==> config.mk <==
export PLATFORM = sky130hd
export DESIGN_NAME = vga_sync_decoder
export DESIGN_NICKNAME = d
export VERILOG_FILES = /design/src/rtl/vga_sync_decoder.sv
export SDC_FILE = /design/constraint.sdc
export NUM_CORES = 1
export LEC_CHECK = 0
export ABC_AREA = 1
export BUFFER_PORTS_ARGS = -buffer_cell sky130_fd_sc_hd__buf_2
export CAP_MARGIN = 15
export CORE_ASPECT_RATIO = 0.9
export CORE_MARGIN = 4
export CORE_UTILIZATION = 23
export DETAILED_ROUTE_END_ITERATION = 7
export PLACE_DENSITY_LB_ADDON = 0.15
export REMOVE_ABC_BUFFERS = 1
export SKIP_LAST_GASP = 1
export SLEW_MARGIN = 20
export SYNTH_ARGS = -nofsm -noshare
export SYNTH_HDL_FRONTEND = slang
export SYNTH_SLANG_ARGS = --single-unit
==> constraint.sdc <==
create_clock -name CLK -period 2.5 [get_ports CLK]
set_input_delay 0.25 -clock CLK [delete_from_list [all_inputs] [get_ports CLK]]
set_output_delay 0.25 -clock CLK [all_outputs]
set_load 0.02 [all_outputs]
==> src/rtl/vga_sync_decoder.sv <==
// rtl/vga_sync_decoder.sv - VGA sync/pixel decoder with lock FSM, pixel probe and optional frame checksum
//
// Recovers pixel coordinates from a VGA stream by counting pixel clocks between
// HSYNC falling edges and lines between frame starts. It only reports pixels once
// the line period and frame height have been confirmed.
//
// Optional feature macro: VGA_FRAME_SUM_EN adds FRAME_SUM, a per-frame 24-bit sum
// of all valid PIXEL_RGB values.
//
// Ports:
//   CLK, RST                 pixel clock, synchronous active-high reset
//   VGA_HSYNC, VGA_VSYNC     active-low sync inputs
//   VGA_RED/GREEN/BLUE       4-bit colour inputs
//   PROBE_X, PROBE_Y         coordinate whose colour is captured into PROBE_RGB
//   PIXEL_X/Y/RGB/VALID      decoded pixel, two cycles behind the input pins
//   LOCKED                   timing confirmed
//   FRAME_DONE               one-cycle pulse at each correctly sized frame end
//   PROBE_RGB                last colour seen at the probe coordinate
//   H_ERR, V_ERR             sticky line-period / frame-height errors
//   FRAME_SUM                (VGA_FRAME_SUM_EN only) last completed frame sum

module vga_sync_decoder #(
    parameter int H_TOTAL     = 800,
    parameter int H_ACT_START = 144,
    parameter int V_TOTAL     = 525,
    parameter int V_ACT_START = 35
) (
    input  logic        CLK,
    input  logic        RST,
    input  logic        VGA_HSYNC,
    input  logic        VGA_VSYNC,
    input  logic [3:0]  VGA_RED,
    input  logic [3:0]  VGA_GREEN,
    input  logic [3:0]  VGA_BLUE,
    input  logic [9:0]  PROBE_X,
    input  logic [9:0]  PROBE_Y,
    output logic [9:0]  PIXEL_X,
    output logic [9:0]  PIXEL_Y,
    output logic [11:0] PIXEL_RGB,
    output logic        PIXEL_VALID,
    output logic        LOCKED,
    output logic        FRAME_DONE,
    output logic [11:0] PROBE_RGB,
    output logic        H_ERR,
    output logic        V_ERR
`ifdef VGA_FRAME_SUM_EN
    ,
    output logic [23:0] FRAME_SUM
`endif
);

    localparam logic [1:0] ST_SEARCH = 2'd0;
    localparam logic [1:0] ST_WAIT   = 2'd1;
    localparam logic [1:0] ST_LOCKED = 2'd2;

    localparam logic [9:0] CNT_MAX  = 10'd1023;
    localparam logic [9:0] H_LAST   = 10'(H_TOTAL - 1);
    localparam logic [9:0] H_END    = 10'(H_TOTAL);
    localparam logic [9:0] V_LAST   = 10'(V_TOTAL - 1);
    localparam logic [9:0] H_ACT_LO = 10'(H_ACT_START);
    localparam logic [9:0] H_ACT_HI = 10'(H_ACT_START + 639);
    localparam logic [9:0] V_ACT_LO = 10'(V_ACT_START);
    localparam logic [9:0] V_ACT_HI = 10'(V_ACT_START + 479);

    // input stage
    logic        hs_q, hs_d, hs_prev_q, hs_prev_d, vs_q, vs_d;
    logic [11:0] rgb_q, rgb_d;
    logic [9:0]  probe_x_q, probe_x_d, probe_y_q, probe_y_d;

    // timing recovery
    logic [9:0]  h_cnt_q, h_cnt_d, v_cnt_q, v_cnt_d;
    logic        vs_armed_q, vs_armed_d;
    logic        seen_edge_q, seen_edge_d;
    logic        good_one_q, good_one_d;
    logic [1:0]  state_q, state_d;

    // outputs
    logic [9:0]  pix_x_q, pix_x_d, pix_y_q, pix_y_d;
    logic [11:0] pix_rgb_q, pix_rgb_d, probe_rgb_q, probe_rgb_d;
    logic        pix_valid_q, pix_valid_d;
    logic        frame_done_q, frame_done_d;
    logic        h_err_q, h_err_d, v_err_q, v_err_d;

    logic        hs_fall;
    logic [9:0]  h_cur;
    logic        frame_start;
    logic        period_ok;
    logic        line_err;
    logic        good_line;
    logic        in_active;

    assign hs_fall     = hs_prev_q & ~hs_q;
    // h_cur is the count belonging to the pixel currently in the input register,
    // so it is already 0 in the cycle the edge is seen.
    assign h_cur       = hs_fall ? 10'd0 : ((h_cnt_q == CNT_MAX) ? CNT_MAX : h_cnt_q + 10'd1);
    assign frame_start = hs_fall & ~vs_q & vs_armed_q;
    // h_cnt_q holds the last count of the previous line, i.e. period-1.
    assign period_ok   = (h_cnt_q == H_LAST);
    // The first edge after reset has no previous edge to measure against.
    assign line_err    = (hs_fall & seen_edge_q & ~period_ok) | (~hs_fall & (h_cur == H_END));
    assign good_line   = hs_fall & seen_edge_q & period_ok;
    assign in_active   = (state_q == ST_LOCKED)
                       && (h_cur >= H_ACT_LO) && (h_cur <= H_ACT_HI)
                       && (v_cnt_q >= V_ACT_LO) && (v_cnt_q <= V_ACT_HI);

    always_comb begin
        hs_d        = VGA_HSYNC;
        vs_d        = VGA_VSYNC;
        hs_prev_d   = hs_q;
        rgb_d       = {VGA_RED, VGA_GREEN, VGA_BLUE};
        probe_x_d   = PROBE_X;
        probe_y_d   = PROBE_Y;

        h_cnt_d     = h_cur;
        v_cnt_d     = v_cnt_q;
        vs_armed_d  = vs_armed_q;
        seen_edge_d = seen_edge_q | hs_fall;

        if (frame_start) begin
            v_cnt_d    = 10'd0;
            vs_armed_d = 1'b0;
        end else begin
            if (hs_fall && (v_cnt_q != CNT_MAX)) begin
                v_cnt_d = v_cnt_q + 10'd1;
            end
            if (vs_q) begin
                vs_armed_d = 1'b1;
            end
        end

        state_d      = state_q;
        good_one_d   = good_one_q;
        h_err_d      = h_err_q;
        v_err_d      = v_err_q;
        frame_done_d = 1'b0;

        case (state_q)
            ST_SEARCH: begin
                if (line_err) begin
                    good_one_d = 1'b0;
                end else if (good_line) begin
                    if (good_one_q) begin
                        state_d    = ST_WAIT;
                        good_one_d = 1'b0;
                    end else begin
                        good_one_d = 1'b1;
                    end
                end
            end
            ST_WAIT: begin
                if (line_err) begin
                    state_d = ST_SEARCH;
                    h_err_d = 1'b1;
                end else if (frame_start) begin
                    state_d = ST_LOCKED;
                end
            end
            ST_LOCKED: begin
                // A line error outranks a coincident frame start.
                if (line_err) begin
                    state_d = ST_SEARCH;
                    h_err_d = 1'b1;
                end else if (frame_start) begin
                    if (v_cnt_q != V_LAST) begin
                        state_d = ST_SEARCH;
                        v_err_d = 1'b1;
                    end else begin
                        frame_done_d = 1'b1;
                    end
                end
            end
            default: begin
                state_d    = ST_SEARCH;
                good_one_d = 1'b0;
            end
        endcase

        pix_valid_d = in_active;
        pix_x_d     = pix_x_q;
        pix_y_d     = pix_y_q;
        pix_rgb_d   = pix_rgb_q;
        if (in_active) begin
            pix_x_d   = h_cur - H_ACT_LO;
            pix_y_d   = v_cnt_q - V_ACT_LO;
            pix_rgb_d = rgb_q;
        end

        // Output coordinates never exceed 639/479, so an out-of-range probe never matches.
        probe_rgb_d = probe_rgb_q;
        if (pix_valid_q && (pix_x_q == probe_x_q) && (pix_y_q == probe_y_q)) begin
            probe_rgb_d = pix_rgb_q;
        end
    end

    always_ff @(posedge CLK) begin
        if (RST) begin
            hs_q         <= 1'b1;
            hs_prev_q    <= 1'b1;
            vs_q         <= 1'b1;
            rgb_q        <= 12'd0;
            probe_x_q    <= 10'd0;
            probe_y_q    <= 10'd0;
            h_cnt_q      <= 10'd0;
            v_cnt_q      <= 10'd0;
            vs_armed_q   <= 1'b0;
            seen_edge_q  <= 1'b0;
            good_one_q   <= 1'b0;
            state_q      <= ST_SEARCH;
            pix_x_q      <= 10'd0;
            pix_y_q      <= 10'd0;
            pix_rgb_q    <= 12'd0;
            pix_valid_q  <= 1'b0;
            frame_done_q <= 1'b0;
            probe_rgb_q  <= 12'd0;
            h_err_q      <= 1'b0;
            v_err_q      <= 1'b0;
        end else begin
            hs_q         <= hs_d;
            hs_prev_q    <= hs_prev_d;
            vs_q         <= vs_d;
            rgb_q        <= rgb_d;
            probe_x_q    <= probe_x_d;
            probe_y_q    <= probe_y_d;
            h_cnt_q      <= h_cnt_d;
            v_cnt_q      <= v_cnt_d;
            vs_armed_q   <= vs_armed_d;
            seen_edge_q  <= seen_edge_d;
            good_one_q   <= good_one_d;
            state_q      <= state_d;
            pix_x_q      <= pix_x_d;
            pix_y_q      <= pix_y_d;
            pix_rgb_q    <= pix_rgb_d;
            pix_valid_q  <= pix_valid_d;
            frame_done_q <= frame_done_d;
            probe_rgb_q  <= probe_rgb_d;
            h_err_q      <= h_err_d;
            v_err_q      <= v_err_d;
        end
    end

    assign PIXEL_X     = pix_x_q;
    assign PIXEL_Y     = pix_y_q;
    assign PIXEL_RGB   = pix_rgb_q;
    assign PIXEL_VALID = pix_valid_q;
    assign LOCKED      = (state_q == ST_LOCKED);
    assign FRAME_DONE  = frame_done_q;
    assign PROBE_RGB   = probe_rgb_q;
    assign H_ERR       = h_err_q;
    assign V_ERR       = v_err_q;

`ifdef VGA_FRAME_SUM_EN
    logic [23:0] acc_q, acc_d, frame_sum_q, frame_sum_d, acc_sum;

    always_comb begin
        acc_sum     = acc_q + (pix_valid_q ? {12'd0, pix_rgb_q} : 24'd0);
        acc_d       = acc_sum;
        frame_sum_d = frame_sum_q;
        if (frame_done_d) begin
            frame_sum_d = acc_sum;
            acc_d       = 24'd0;
        end
        // Losing lock discards a partial frame.
        if ((state_q == ST_LOCKED) && (state_d != ST_LOCKED)) begin
            acc_d = 24'd0;
        end
    end

    always_ff @(posedge CLK) begin
        if (RST) begin
            acc_q       <= 24'd0;
            frame_sum_q <= 24'd0;
        end else begin
            acc_q       <= acc_d;
            frame_sum_q <= frame_sum_d;
        end
    end

    assign FRAME_SUM = frame_sum_q;
`endif

endmodule

==> summary.txt <==
Floorplanning
  • Die width: 159.5 um
  • Die H: 144.4 um
  • DIE AREA: 23030 um2
  • Area inside the core boundary: 20170 um2
  • Number of placement rows: 49
  • IO Pins: 85
  • Initial cell density of the core: 23.56%

Clocking
  • Clock buffer depth: 2
  • Clock-pin slew reported for the worst setup and hold paths after clock tree synthesis: 0.07 ns
  • Hold-fix buffers, CTS: 0
  • CTS tree: yes
  • Level count of the clock H-tree: 3
  • Clock latency on the worst-skew pair: 0.35 ns
  • Clock buffer count from CTS: 9
  • Clk sinks: 108
  • CTS root buffer: sky130_fd_sc_hd__clkbuf_16

Final layout
  • Layout Nets: 813
  • Number of diodes: 0
  • Post-Layout Inst Area: 5946 um2
  • Area delta synth->final: 25.12%
  • Number of fillers in the final layout: 2253
  • Number of standard cells in the layout, taps in and fillers out: 1026
  • Layout cells sized above 1: 20.88%

Yosys
  • Synthesized area divided by synthesized cell count: 7.093 um2
  • Gate count after technology mapping: 670
  • Flops & latches, synth: 108
  • Syn Std Cell Area: 4752 um2
  • Portion of the post-synthesis area used by sequential elements: 45.50%
  • Share of flip-flops with an asynchronous set or reset: 0%
  • Cell variety after synth: 35
  • Post-synth EDFFs: 0
  • Top flip-flop cell by instance count after synthesis: sky130_fd_sc_hd__dfxtp_1
  • Warnings from Yosys: 0

Global route
  • Aggregate global-route resource usage: 11.10%
  • Wire length of the first global-routing pass: 20.37 mm
  • GRT overflow: 0
  • Via count of the first global-routing pass: 3946
  • Maximum number of pins on one net before global-route repair: 41
  • Antenna violations before repair: 0

Timing
  • Fmax: 0.4358 GHz
  • Worst Clk Skew: 0.007114 ns
  • Number of max-slew violations in the final report: 0
  • Final WS setup: 0.2055 ns
  • Number of hold violations in the final report: 0
  • Slew margin rel.: 58.17%
  • Number of endpoints failing setup at the final stage: 0
  • Fraction of the cycle the final worst path needs: 91.78%
  • Tmin final: 2.294 ns
  • Slew of the pin with the lowest slew margin: 0.6218 ns

Worst setup path
  • Worst setup path class: reg -> reg
  • Startpoint of the most critical setup path: h_cnt_q[0]
  • Critical R2R Launch: h_cnt_q[0]
  • Cell depth of the worst flop-to-flop path: 16
  • R2R setup slack: 0.21 ns
  • Critical Path Fanout Max: 23
  • Critical path launch point type: flip-flop
  • Endpoint of the worst-slack reg-to-reg timing path: PIXEL_Y[8]
  • Crit path capture: PIXEL_Y[8]
  • Worst path required time: 2.74 ns
  • Critical path capture point type: flip-flop
  • Worst endpoint data arrival time: 2.53 ns

Placement
  • # port buffers: 84
  • Half-perimeter wire length after placement: 9.678 mm
  • Worst slack after detailed placement: 0.06872 ns
  • # placed instances: 1009
  • RePlAce Congestion: 0.7998
  • Placed inst area: 5552 um2

Job
  • Max-cap violations: 0

Power and ir drop
  • Pleak: 2.966 nW
  • Clk pwr share: 45.6%
  • PnR Total Power: 0.003616 W
  • Portion of total power attributed to sequential cells: 49.2%
  • Power share of the combinational group: 5.3%
  • Max IR drop VDD: 387.8 uV
  • Cell-internal power: 0.002839 W
  • Switching pwr: 0.0007770 W
  • PD cells: 608.1 nW/um2
  • Switching power as a share of total power: 21.49%

Worst hold path
  • Min-Delay Path Class: in -> reg

Routing
  • Routed wirelength normalized by instance count: 12.41 um
  • 1st-pass router iterations: 4
  • Via count normalized by instance count: 4.045
  • Sum of routed wire length over all layers: 12.74 mm
  • Number of antenna-violating nets in the routed design: 0
  • Iteration-0 DRC Markers: 170
  • Total via count after detailed routing: 4150
  • Residual DRC count: 0

Outcome
  • Outcome: finished, final reports clean
placed cells by master, fill, tap and decap left out, types with 3 or more instances in the layout:
master,netlist,final
sky130_fd_sc_hd__nor2_1,149,149
sky130_fd_sc_hd__nand2_1,120,120
sky130_fd_sc_hd__dfxtp_1,108,105
sky130_fd_sc_hd__inv_1,104,104
sky130_fd_sc_hd__buf_2,4,84
sky130_fd_sc_hd__o21ai_0,33,33
sky130_fd_sc_hd__buf_4,0,20
sky130_fd_sc_hd__nand3_1,22,19
sky130_fd_sc_hd__a21oi_1,14,14
sky130_fd_sc_hd__xor2_1,13,13
sky130_fd_sc_hd__nor2_2,13,13
sky130_fd_sc_hd__nand4_1,12,12
sky130_fd_sc_hd__clkbuf_16,0,9
sky130_fd_sc_hd__nor3_1,8,8
sky130_fd_sc_hd__ha_1,10,8
sky130_fd_sc_hd__or2_2,7,7
sky130_fd_sc_hd__o21ai_1,5,5
sky130_fd_sc_hd__nand3_2,1,4
sky130_fd_sc_hd__inv_2,4,4
sky130_fd_sc_hd__nand2_2,4,4
sky130_fd_sc_hd__nor4_1,4,4
sky130_fd_sc_hd__xnor2_1,3,3
sky130_fd_sc_hd__bufinv_16,0,3
power by group through the flow:
| stage | combinational, W | sequential [W] | clock, W |
|---|---|---|---|
| finish | 0.000190 | 0.00178 | 0.00165 |
| global route | 0.000222 | 0.00178 | 0.00179 |
| CTS | 0.000193 | 0.00178 | 0.00173 |
| detailed placement | 0.000192 | 0.00182 | 0 |
| global placement | 0.000195 | 0.00182 | 0 |
| floorplan | 0.000103 | 0.00181 | 0 |
worst min path at each step:
stage,slack [ns],to,from,cells past startpoint
2_1_floorplan,0.32,seen_edge_q,RST,1
3_3_place_gp,0.40,hs_prev_q,hs_prev_d,2
3_5_place_dp,0.41,hs_prev_q,hs_prev_d,2
4_1_cts,0.07,hs_prev_d,VGA_HSYNC,2
5_1_grt,0.07,hs_prev_d,VGA_HSYNC,2
6_report,0.08,hs_prev_d,VGA_HSYNC,2
cells in the mapped netlist (all sizes together), types with 3 or more instances:
master / number / share of area, %
nand3: 23 / 2.5
a21oi: 15 / 1.7
nor3: 8 / 0.84
or2: 7 / 0.92
buf: 6 / 0.97
o21ai: 38 / 4.0
dfxtp: 108 / 45
xnor2: 3 / 0.55
nand2: 126 / 10
clkbuf: 13 / 1.0
nand4: 12 / 1.6
inv: 109 / 8.7
nor2: 163 / 14
xor2: 13 / 2.4
ha: 10 / 2.6
nor4: 4 / 0.53
kinds of logic after synthesis:
group                    synth area share (%)
buffers and inverters                   10.66
AND/OR/NAND/NOR                         31.23
XOR/XNOR                                2.949
AO/OA/AOI/OAI                           7.030
adder cells (fa/ha/maj)                 2.633
flip-flops                              45.50
state kept, by name (all words and copies together) (netlist names), 2 cells and up:
signal	flops
h_cnt_q	10
rgb_q	12
probe_y_q	10
probe_x_q	10
PIXEL_RGB	12
PROBE_RGB	12
v_cnt_q	10
state_q	2
PIXEL_Y	10
PIXEL_X	10
worst max-delay path, cell delays in order (launching register included):
cell,delay [ns]
sky130_fd_sc_hd__dfxtp_4,0.37
sky130_fd_sc_hd__ha_4,0.15
sky130_fd_sc_hd__nand3_2,0.11
sky130_fd_sc_hd__nor2_2,0.16
sky130_fd_sc_hd__nand3_2,0.08
sky130_fd_sc_hd__inv_1,0.08
sky130_fd_sc_hd__o21ai_1,0.10
sky130_fd_sc_hd__buf_4,0.17
sky130_fd_sc_hd__buf_4,0.12
sky130_fd_sc_hd__ha_1,0.17
sky130_fd_sc_hd__nand4_1,0.11
sky130_fd_sc_hd__nand2_2,0.07
sky130_fd_sc_hd__nand2_4,0.08
sky130_fd_sc_hd__inv_6,0.09
sky130_fd_sc_hd__buf_4,0.17
sky130_fd_sc_hd__nor2_1,0.08
sky130_fd_sc_hd__nor2_1,0.05
cell type report:
class	instances	area, um2	share of cell area (%)
clock buffers	11	242.7	4.082
clock inverters	4	97.59	1.641
inverters	109	414.1	6.965
multi-input cells	434	2113	35.54
flip-flops and latches	108	2168	36.47
well taps	255	319.1	5.366
repair buffers	105	590.6	9.933
what timing repair did:
action,CTS,global route
setup endpoints to repair,0,36
setup buffers,0,2
gates resized for setup,0,11
per-layer routing:
layer	routed length (um)	global-route usage [%]	share of wire, %
met1	5995	13.97	47
met2	6071	18.47	48
met3	485	3.220	3.8
met4	184	3.607	1.4
met5	0	0	0
through the flow:
stage	hold slack (ns)	utilization, %	setup TNS, ns
floorplan	0.3191	-	0
global placement	0.4020	27.52	0
detailed placement	0.4066	27.52	0
CTS	0.06719	29.21	0
global route	0.07199	29.48	-0.03921
finish	0.08360	29.48	0
(Power assumes the default switching activity.)
